==> src/rtl/switch_conditioner_if.sv <==
// Switch conditioner bus: raw switch levels in, clean levels and strobes out.
// Optional status signals exist only when SW_CONDITIONER_STATUS_EN is defined.
interface switch_conditioner_if #(
  parameter int WIDTH = 16
);
  logic [WIDTH-1:0] SW;
  logic [WIDTH-1:0] sw_clean;
  logic [WIDTH-1:0] rise;
  logic [WIDTH-1:0] fall;
  logic             ready;
`ifdef SW_CONDITIONER_STATUS_EN
  logic [WIDTH-1:0] unstable;
  logic [7:0]       glitch_cnt;

  // Switch side drives the raw levels and consumes the conditioned outputs.
  modport master (
    output SW,
    input  sw_clean, rise, fall, ready, unstable, glitch_cnt
  );

  // Conditioner side.
  modport slave (
    input  SW,
    output sw_clean, rise, fall, ready, unstable, glitch_cnt
  );
`else
  // Switch side drives the raw levels and consumes the conditioned outputs.
  modport master (
    output SW,
    input  sw_clean, rise, fall, ready
  );

  // Conditioner side.
  modport slave (
    input  SW,
    output sw_clean, rise, fall, ready
  );
`endif
endinterface

==> src/rtl/switch_conditioner.sv <==
// Slide-switch front end: per-bit 2-FF synchronizer, debounce and edge strobes.
// After reset an init phase captures the current switch levels without strobes,
// then ready goes high and each bit debounces independently.
// Optional status outputs (unstable, glitch_cnt) are built when the macro
// SW_CONDITIONER_STATUS_EN is defined.
module switch_conditioner #(
  parameter int WIDTH         = 16,
  parameter bit SIM           = 1'b0,
  parameter int DB_CYCLES     = 1_000_000,
  parameter int SIM_DB_CYCLES = 4
) (
  input  logic          clk,
  input  logic          reset,
  switch_conditioner_if.slave bus
);

  localparam int N     = SIM ? SIM_DB_CYCLES : DB_CYCLES;
  localparam int CNT_W = $clog2(N + 2);
  localparam logic [CNT_W-1:0] CNT_LAST  = CNT_W'(N - 1);
  localparam logic [CNT_W-1:0] INIT_LAST = CNT_W'(N + 1);

  logic [WIDTH-1:0] sync1_q, sync2_q;
  logic [WIDTH-1:0] clean_q, clean_d;
  logic [WIDTH-1:0] rise_q, rise_d;
  logic [WIDTH-1:0] fall_q, fall_d;
  logic [CNT_W-1:0] cnt_q [WIDTH];
  logic [CNT_W-1:0] cnt_d [WIDTH];
  logic [CNT_W-1:0] init_q, init_d;
  logic             ready_q, ready_d;

  // Next-state: init capture until ready, then per-bit debounce with strobes.
  always_comb begin
    clean_d = clean_q;
    rise_d  = '0;
    fall_d  = '0;
    cnt_d   = cnt_q;
    init_d  = init_q;
    ready_d = ready_q;
    if (!ready_q) begin
      clean_d = sync2_q;
      for (int i = 0; i < WIDTH; i++) cnt_d[i] = '0;
      if (init_q == INIT_LAST) ready_d = 1'b1;
      else                     init_d  = init_q + 1'b1;
    end else begin
      for (int i = 0; i < WIDTH; i++) begin
        if (sync2_q[i] == clean_q[i]) begin
          cnt_d[i] = '0;
        end else if (cnt_q[i] == CNT_LAST) begin
          clean_d[i] = sync2_q[i];
          cnt_d[i]   = '0;
          rise_d[i]  = sync2_q[i];
          fall_d[i]  = ~sync2_q[i];
        end else begin
          cnt_d[i] = cnt_q[i] + 1'b1;
        end
      end
    end
  end

  // State registers, including the synchronizer pair with nothing between them.
  always_ff @(posedge clk) begin
    if (reset) begin
      sync1_q <= '0;
      sync2_q <= '0;
      clean_q <= '0;
      rise_q  <= '0;
      fall_q  <= '0;
      for (int i = 0; i < WIDTH; i++) cnt_q[i] <= '0;
      init_q  <= '0;
      ready_q <= 1'b0;
    end else begin
      sync1_q <= bus.SW;
      sync2_q <= sync1_q;
      clean_q <= clean_d;
      rise_q  <= rise_d;
      fall_q  <= fall_d;
      cnt_q   <= cnt_d;
      init_q  <= init_d;
      ready_q <= ready_d;
    end
  end

  assign bus.sw_clean = clean_q;
  assign bus.rise     = rise_q;
  assign bus.fall     = fall_q;
  assign bus.ready    = ready_q;

`ifdef SW_CONDITIONER_STATUS_EN
  logic [WIDTH-1:0] unstable;
  logic [WIDTH-1:0] abort;
  logic [7:0]       glitch_q, glitch_d;
  int               glitchSum;

  // A bit is unstable while it has a partial count; an abort is a partial
  // count that ends because the level returned to the clean value.
  always_comb begin
    unstable  = '0;
    abort     = '0;
    for (int i = 0; i < WIDTH; i++) begin
      unstable[i] = (cnt_q[i] != '0);
      abort[i]    = ready_q && (cnt_q[i] != '0) && (sync2_q[i] == clean_q[i]);
    end
    glitchSum = int'(glitch_q) + $countones(abort);
    glitch_d  = (glitchSum > 255) ? 8'hFF : glitchSum[7:0];
  end

  // Saturating count of aborted transitions.
  always_ff @(posedge clk) begin
    if (reset) glitch_q <= '0;
    else       glitch_q <= glitch_d;
  end

  assign bus.unstable   = unstable;
  assign bus.glitch_cnt = glitch_q;
`endif

endmodule

==> src/flat_wrapper.sv <==
// flat-port wrapper written by rule: the top's interface ports become plain ports
module switch_conditioner_flat 
#(
  parameter int WIDTH         = 16,
  parameter bit SIM           = 1'b0,
  parameter int DB_CYCLES     = 1_000_000,
  parameter int SIM_DB_CYCLES = 4
)
  (clk, reset, bus_SW, bus_sw_clean, bus_rise, bus_fall, bus_ready);
  switch_conditioner_if #(.WIDTH(WIDTH)) bus_i ();
  input  logic clk;
  input  logic reset;
  input wire logic [$bits(bus_i.SW)-1:0] bus_SW;
  output wire logic [$bits(bus_i.sw_clean)-1:0] bus_sw_clean;
  output wire logic [$bits(bus_i.rise)-1:0] bus_rise;
  output wire logic [$bits(bus_i.fall)-1:0] bus_fall;
  output wire logic [$bits(bus_i.ready)-1:0] bus_ready;
  assign bus_i.SW = bus_SW;
  assign bus_sw_clean = bus_i.sw_clean;
  assign bus_rise = bus_i.rise;
  assign bus_fall = bus_i.fall;
  assign bus_ready = bus_i.ready;
  switch_conditioner #(.WIDTH(WIDTH), .SIM(SIM), .DB_CYCLES(DB_CYCLES), .SIM_DB_CYCLES(SIM_DB_CYCLES)) u_core (.clk(clk), .reset(reset), .bus(bus_i));
endmodule
==> config.mk <==
export PLATFORM = sky130hd
export DESIGN_NAME = switch_conditioner_flat
export DESIGN_NICKNAME = d
export VERILOG_FILES = /design/src/rtl/switch_conditioner_if.sv /design/src/rtl/switch_conditioner.sv /design/src/flat_wrapper.sv
export SDC_FILE = /design/constraint.sdc
export NUM_CORES = 1
export LEC_CHECK = 0
export ABC_AREA = 1
export BUFFER_PORTS_ARGS = -buffer_cell sky130_fd_sc_hd__buf_2
export CORE_ASPECT_RATIO = 0.7
export CORE_MARGIN = 3
export CORE_UTILIZATION = 55
export DETAILED_ROUTE_END_ITERATION = 8
export PLACE_DENSITY = 0.72
export SLEW_MARGIN = 20
export SYNTH_ARGS = -nofsm -noshare
export SYNTH_HDL_FRONTEND = slang
export SYNTH_SLANG_ARGS = --single-unit
==> constraint.sdc <==
create_clock -name clk -period 3.2 [get_ports clk]
set_input_delay 0.48 -clock clk [delete_from_list [all_inputs] [get_ports clk]]
set_output_delay 0.48 -clock clk [all_outputs]
set_load 0.005 [all_outputs]
Yosys cells after proc, flatten, opt, wreduce, memory -nomap -nowiden:

Cells that the tools add are included.

* output and inout port bits: 49
* register bits: 421
* bits of input ports: 18

* reduce and logical (&&, ||, !) cells: 49
* multiplexer cells: 35
* bitwise logic cells: 34
* $add $sub $neg: 17
* eq/ne operators: 65

Operator list (count)
* $add 20x1->20 const B: 17
* $eq 20x20->1 const B: 17
* $reduce_or 4->1: 32
* $ne 2x2->1 const B: 32
* $mux 1: 34
* $not 1->1: 34
* $reduce_and 2->1: 17
* $eq 1x1->1: 16
* $mux 16: 1

Depth between registers and ports, before layout:

* depth after elaboration: 4
* depth in mapped cells: 11

Worst setup path after synthesis:

OpenSTA, ideal clock, no wires.

* path type: reg-to-reg
* from: reg u_core.cnt_q[60] (netlist bit)
* to: reg u_core.cnt_q[60] (netlist bit)
* arrival time: 1.387 ns
* required time: 3.081 ns
* period minus slack after synthesis: 1.505 ns
* setup time: 0.119 ns
* buffers on the path: 1
* setup slack: 1.695 ns
* cell stages (with the launch flop): 10
* path through: dfxtp_1 > ha_1 > nand2_1 > nor2_2 > inv_1 > nor3_2 > nand3_2 > nand3_4 > buf_6 > nor2_1

* cells in the longest elaborated chain, start to end: 2
* elaborated cells on any way between the ends: 3

Ends and longest elaborated chain
* start: declaration: RTL line switch_conditioner.sv:26 `logic [CNT_W-1:0] cnt_q [WIDTH];`
* start signal: assignment: RTL line switch_conditioner.sv:77 `cnt_q <= cnt_d;`
* parallel branches: the longest is 2 deep, another holds $add 20x1->20

Parallel ways; which one is timed is not known.
A chain may end at the register's enable or synchronous reset.

Worst setup path after layout:

* from: reg u_core.ready_q (netlist: u_core.bus.ready)
* to: out bus_ready

RTL lines
* start: declaration: RTL line switch_conditioner.sv:29 `logic ready_q, ready_d;`
* start signal: assignment: RTL line switch_conditioner.sv:79 `ready_q <= ready_d;`
* end: declaration: RTL line flat_wrapper.sv:17 `output wire logic [$bits(bus_i.ready)-1:0] bus_ready;`

No word-level cell between the ends.

==> impl_metrics.ini <==
[sta]
rsz0062_at_grt = no
setup_violations = 0
clock_skew_ns = 0.01137
tightest_slew_ns = 0.8155
maxClockFrequency_mhz = 433.2
tns_ns = 0
period_needed_ns = 2.308
drv_slew = 0
slew_headroom_pct = 45.50
hold_viol_final = 0
finalCritPeriodShare_pct = 72.13

[clock_network]
cts_root_buf = clkbuf_16
clk_latency_ns = 0.54
clock_path_buffers = 3
cts_tree = built
clk_pin_slew_worst_paths_ns = 0.06
cts_resized = 0
postCtsSetupBuffers = 0
cts.sinks = 421
cts_hold_buf = 0
cts_made_buffers = 42
h-tree-depth = 2

[floorplanning]
start_util_pct = 56.34
io_pins = 67
core_area_sq_mm = 0.03628
die_w_microns = 236.4
die_h_microns = 167.3
rows = 58
dieArea_sq_mm = 0.03956

[global_routing]
grt_util_all_layers_pct = 21.48
grt_use_met3_pct = 3.869
grt_overflow_total = 0
grt_pass1_vias = 16330
grt_use_met2_pct = 32.94
grt_max_degree = 49
grt-busiest-layer = met2
antenna_found_initial = 0
grt_pass1_wl_microns = 74550
met1_usage_pct = 31.75

[status]
status = complete, no violations

[placed_design]
hpwl_microns = 30710
gp_congestion = 0.9026
io_buffers = 66

[yosys]
synth_area_sq_mm = 0.02044
synthesis.nets = 2896
async_reset_ff_share_pct = 0
yosysWarnings = 0
yosysSeqAreaShare_pct = 41.23
avgSynthCellArea_sq_um = 7.148
synthCells = 2860
synth-seq-cells = 421
synth.distinct_cells = 48
synth_edf_count = 0
ys.flop_type = dfxtp_1

[critical_path]
rrSetupSlack_ns = 0.91
cp_top_family = flip-flops
rr_startpoint = u_core.bus.ready$_SDFF_PP0_
reg2regPathDepth = 6
rr_endpoint = u_core.cnt_q[82]$_SDFF_PP0_
worstSetupStartpoint = u_core.bus.ready$_SDFF_PP0_
cpPeakStageDelay_ns = 0.76
worstPathArrival_ns = 1.83
crit_buf_inv = 2
slowest_stage = dfxtp_2
critPathLaunchType = flop
critPathKind = reg2out
crit_end = bus_ready
critical_path_cell_count = 2
cp_cell_sequence = buf_4 -> buf_2
crit_fanout = 22
endpoint_kind = output pin
crit_required_ns = 2.72

[power_and_ir_drop]
p_total_mw = 10.48
p_comb_share_pct = 0.9
pwr-share-clk_pct = 48.7
sw_frac_of_total_pct = 20.09
vdd_drop_max_mv = 0.3348
seqPwrFrac_pct = 50.5
powerDensity_mw_per_mm2 = 465.3
p_int_mw = 8.372
p_leak_nw = 7.507
switchingPower_mw = 2.105

[finish]
final_nets = 2967
area_growth_pct = 10.15
n_fill_cell = 3217
drive_gt1_share_pct = 9.993
antenna_cells = 0

[routing]
ant_nets = 0
vias = 17850
viasPerCell = 5.185
drt-total-wl_microns = 43120
wl_per_cell_microns = 12.53
drc = 0
drtIter0Drc = 1524
dr.pass1.iters = 7

[min_path]
hold_class = in2reg

[job]
maxCapViolCount = 0
-- logic make-up (layout without fill, tap and decap cells) --
| group | after synthesis | in the layout | share of synthesized area, % |
|---|---|---|---|
| adder cells (fa/ha/maj) | 18 | 18 | 1.102 |
| flip-flops | 421 | 421 | 41.23 |
| AO/OA/AOI/OAI | 198 | 198 | 5.416 |
| XOR/XNOR | 132 | 132 | 5.655 |
| AND/OR/NAND/NOR | 1656 | 1656 | 37.81 |
| buffers and inverters | 435 | 537 | 8.795 |
-- how the worst min path moves through the flow --
| stage | start | endpoint | slack (ns) | cells past startpoint |
|---|---|---|---|---|
| global route | bus_SW[6] | u_core.sync1_q[6]$_SDFF_PP0_ | 0.13 | 3 |
| global placement | u_core.sync1_q[8]$_SDFF_PP0_ | u_core.sync2_q[8]$_SDFF_PP0_ | 0.39 | 2 |
| finish | bus_SW[14] | u_core.sync1_q[14]$_SDFF_PP0_ | 0.14 | 3 |
| floorplan | u_core.sync1_q[0]$_SDFF_PP0_ | u_core.sync2_q[0]$_SDFF_PP0_ | 0.39 | 2 |
| CTS | bus_SW[14] | u_core.sync1_q[14]$_SDFF_PP0_ | 0.11 | 3 |
| detailed placement | u_core.sync1_q[9]$_SDFF_PP0_ | u_core.sync2_q[9]$_SDFF_PP0_ | 0.39 | 2 |
-- cell usage after synthesis (3+ instances only) --
master | number | area share (%)
nand3b_1 | 29 | 1.1
dfxtp_1 | 421 | 41
inv_1 | 373 | 6.8
or2_1 | 3 | 0.092
inv_2 | 18 | 0.33
nor3b_1 | 16 | 0.59
xor2_1 | 99 | 4.2
a21oi_2 | 16 | 0.69
or2_2 | 9 | 0.28
nand4_1 | 114 | 3.5
buf_2 | 9 | 0.22
clkbuf_1 | 8 | 0.15
nand2_2 | 13 | 0.40
ha_1 | 18 | 1.1
o21ai_1 | 5 | 0.12
nor3b_2 | 6 | 0.37
nor3_2 | 28 | 1.4
nand3_2 | 11 | 0.54
xnor2_1 | 33 | 1.4
nor2_1 | 498 | 9.1
nand2_4 | 6 | 0.33
nor4_1 | 7 | 0.21
buf_6 | 11 | 0.61
nand2_1 | 547 | 10
a31oi_1 | 6 | 0.18
a21oi_1 | 133 | 3.3
o21ai_0 | 28 | 0.69
or2_0 | 4 | 0.12
o21ai_2 | 4 | 0.17
nor2_4 | 14 | 0.77
nor2_2 | 27 | 0.83
buf_4 | 10 | 0.37
nor3_1 | 147 | 3.6
nand3_1 | 172 | 4.2
-- worst min-delay path: stages --
cell and delay [ns]:
buf_2 0.07, inv_1 0.03, nor2_1 0.06
-- placed cells by master, fill, tap and decap left out, drive strengths merged, types with 18 or more instances in the layout --
cell,Yosys,layout
a21oi,151,151
ha,18,18
xor2,99,99
nor2,539,539
buf,34,69
nand3b,30,30
nand4,114,114
nand2,566,566
clkbuf,8,63
dfxtp,421,421
inv,392,392
xnor2,33,33
nor3,177,177
nand3,184,184
nor3b,22,22
o21ai,37,37
-- flip-flops by register name, indices dropped and copies added (netlist names) --
register             flops
u_core.bus.sw_clean     16
u_core.bus.rise         16
u_core.cnt_q           320
u_core.sync2_q          16
u_core.bus.fall         16
u_core.sync1_q          16
u_core.bus.ready         1
u_core.init_q           20
-- layout make-up --
cell class | instances | area [sq um] | area share, %
tap | 480 | 600.6 | 2.667
inverter | 393 | 1481 | 6.579
multi-input combinational | 2004 | 10220 | 45.37
sequential | 421 | 8429 | 37.43
clock buffer | 63 | 1274 | 5.657
clock inverter | 12 | 162.7 | 0.7223
timing repair buffer | 69 | 352.8 | 1.567
-- layer usage --
metal,vias to the layer above,part of all wire (%)
met5,-,0
met1,8094,52
met2,420,42
li1,9296,-
met3,38,5.4
met4,0,1.2
-- per-stage QoR --
stage               cell area (sq um)  hold WS, ns  util (%)  cells  setup WS (ns)
detailed placement              21080       0.3936     58.10   3367         0.9388
CTS                             22520       0.1092     62.06   3442         0.8598
finish                          22520       0.1384     62.06   3442         0.8917
global placement                21080       0.3902     58.10   3367         0.9605
floorplan                       20440       0.3883         -   2860          1.695
global route                    22520       0.1273     62.06   3442         0.7031
-- power groups by stage --
stage	sequential, mW	clock (mW)	combinational, mW
global route	5.29	5.45	0.107
floorplan	5.40	0	0.0564
detailed placement	5.40	0	0.0942
CTS	5.29	5.24	0.0950
finish	5.29	5.10	0.0924
global placement	5.40	0	0.0915
(Power assumes the default switching activity.)
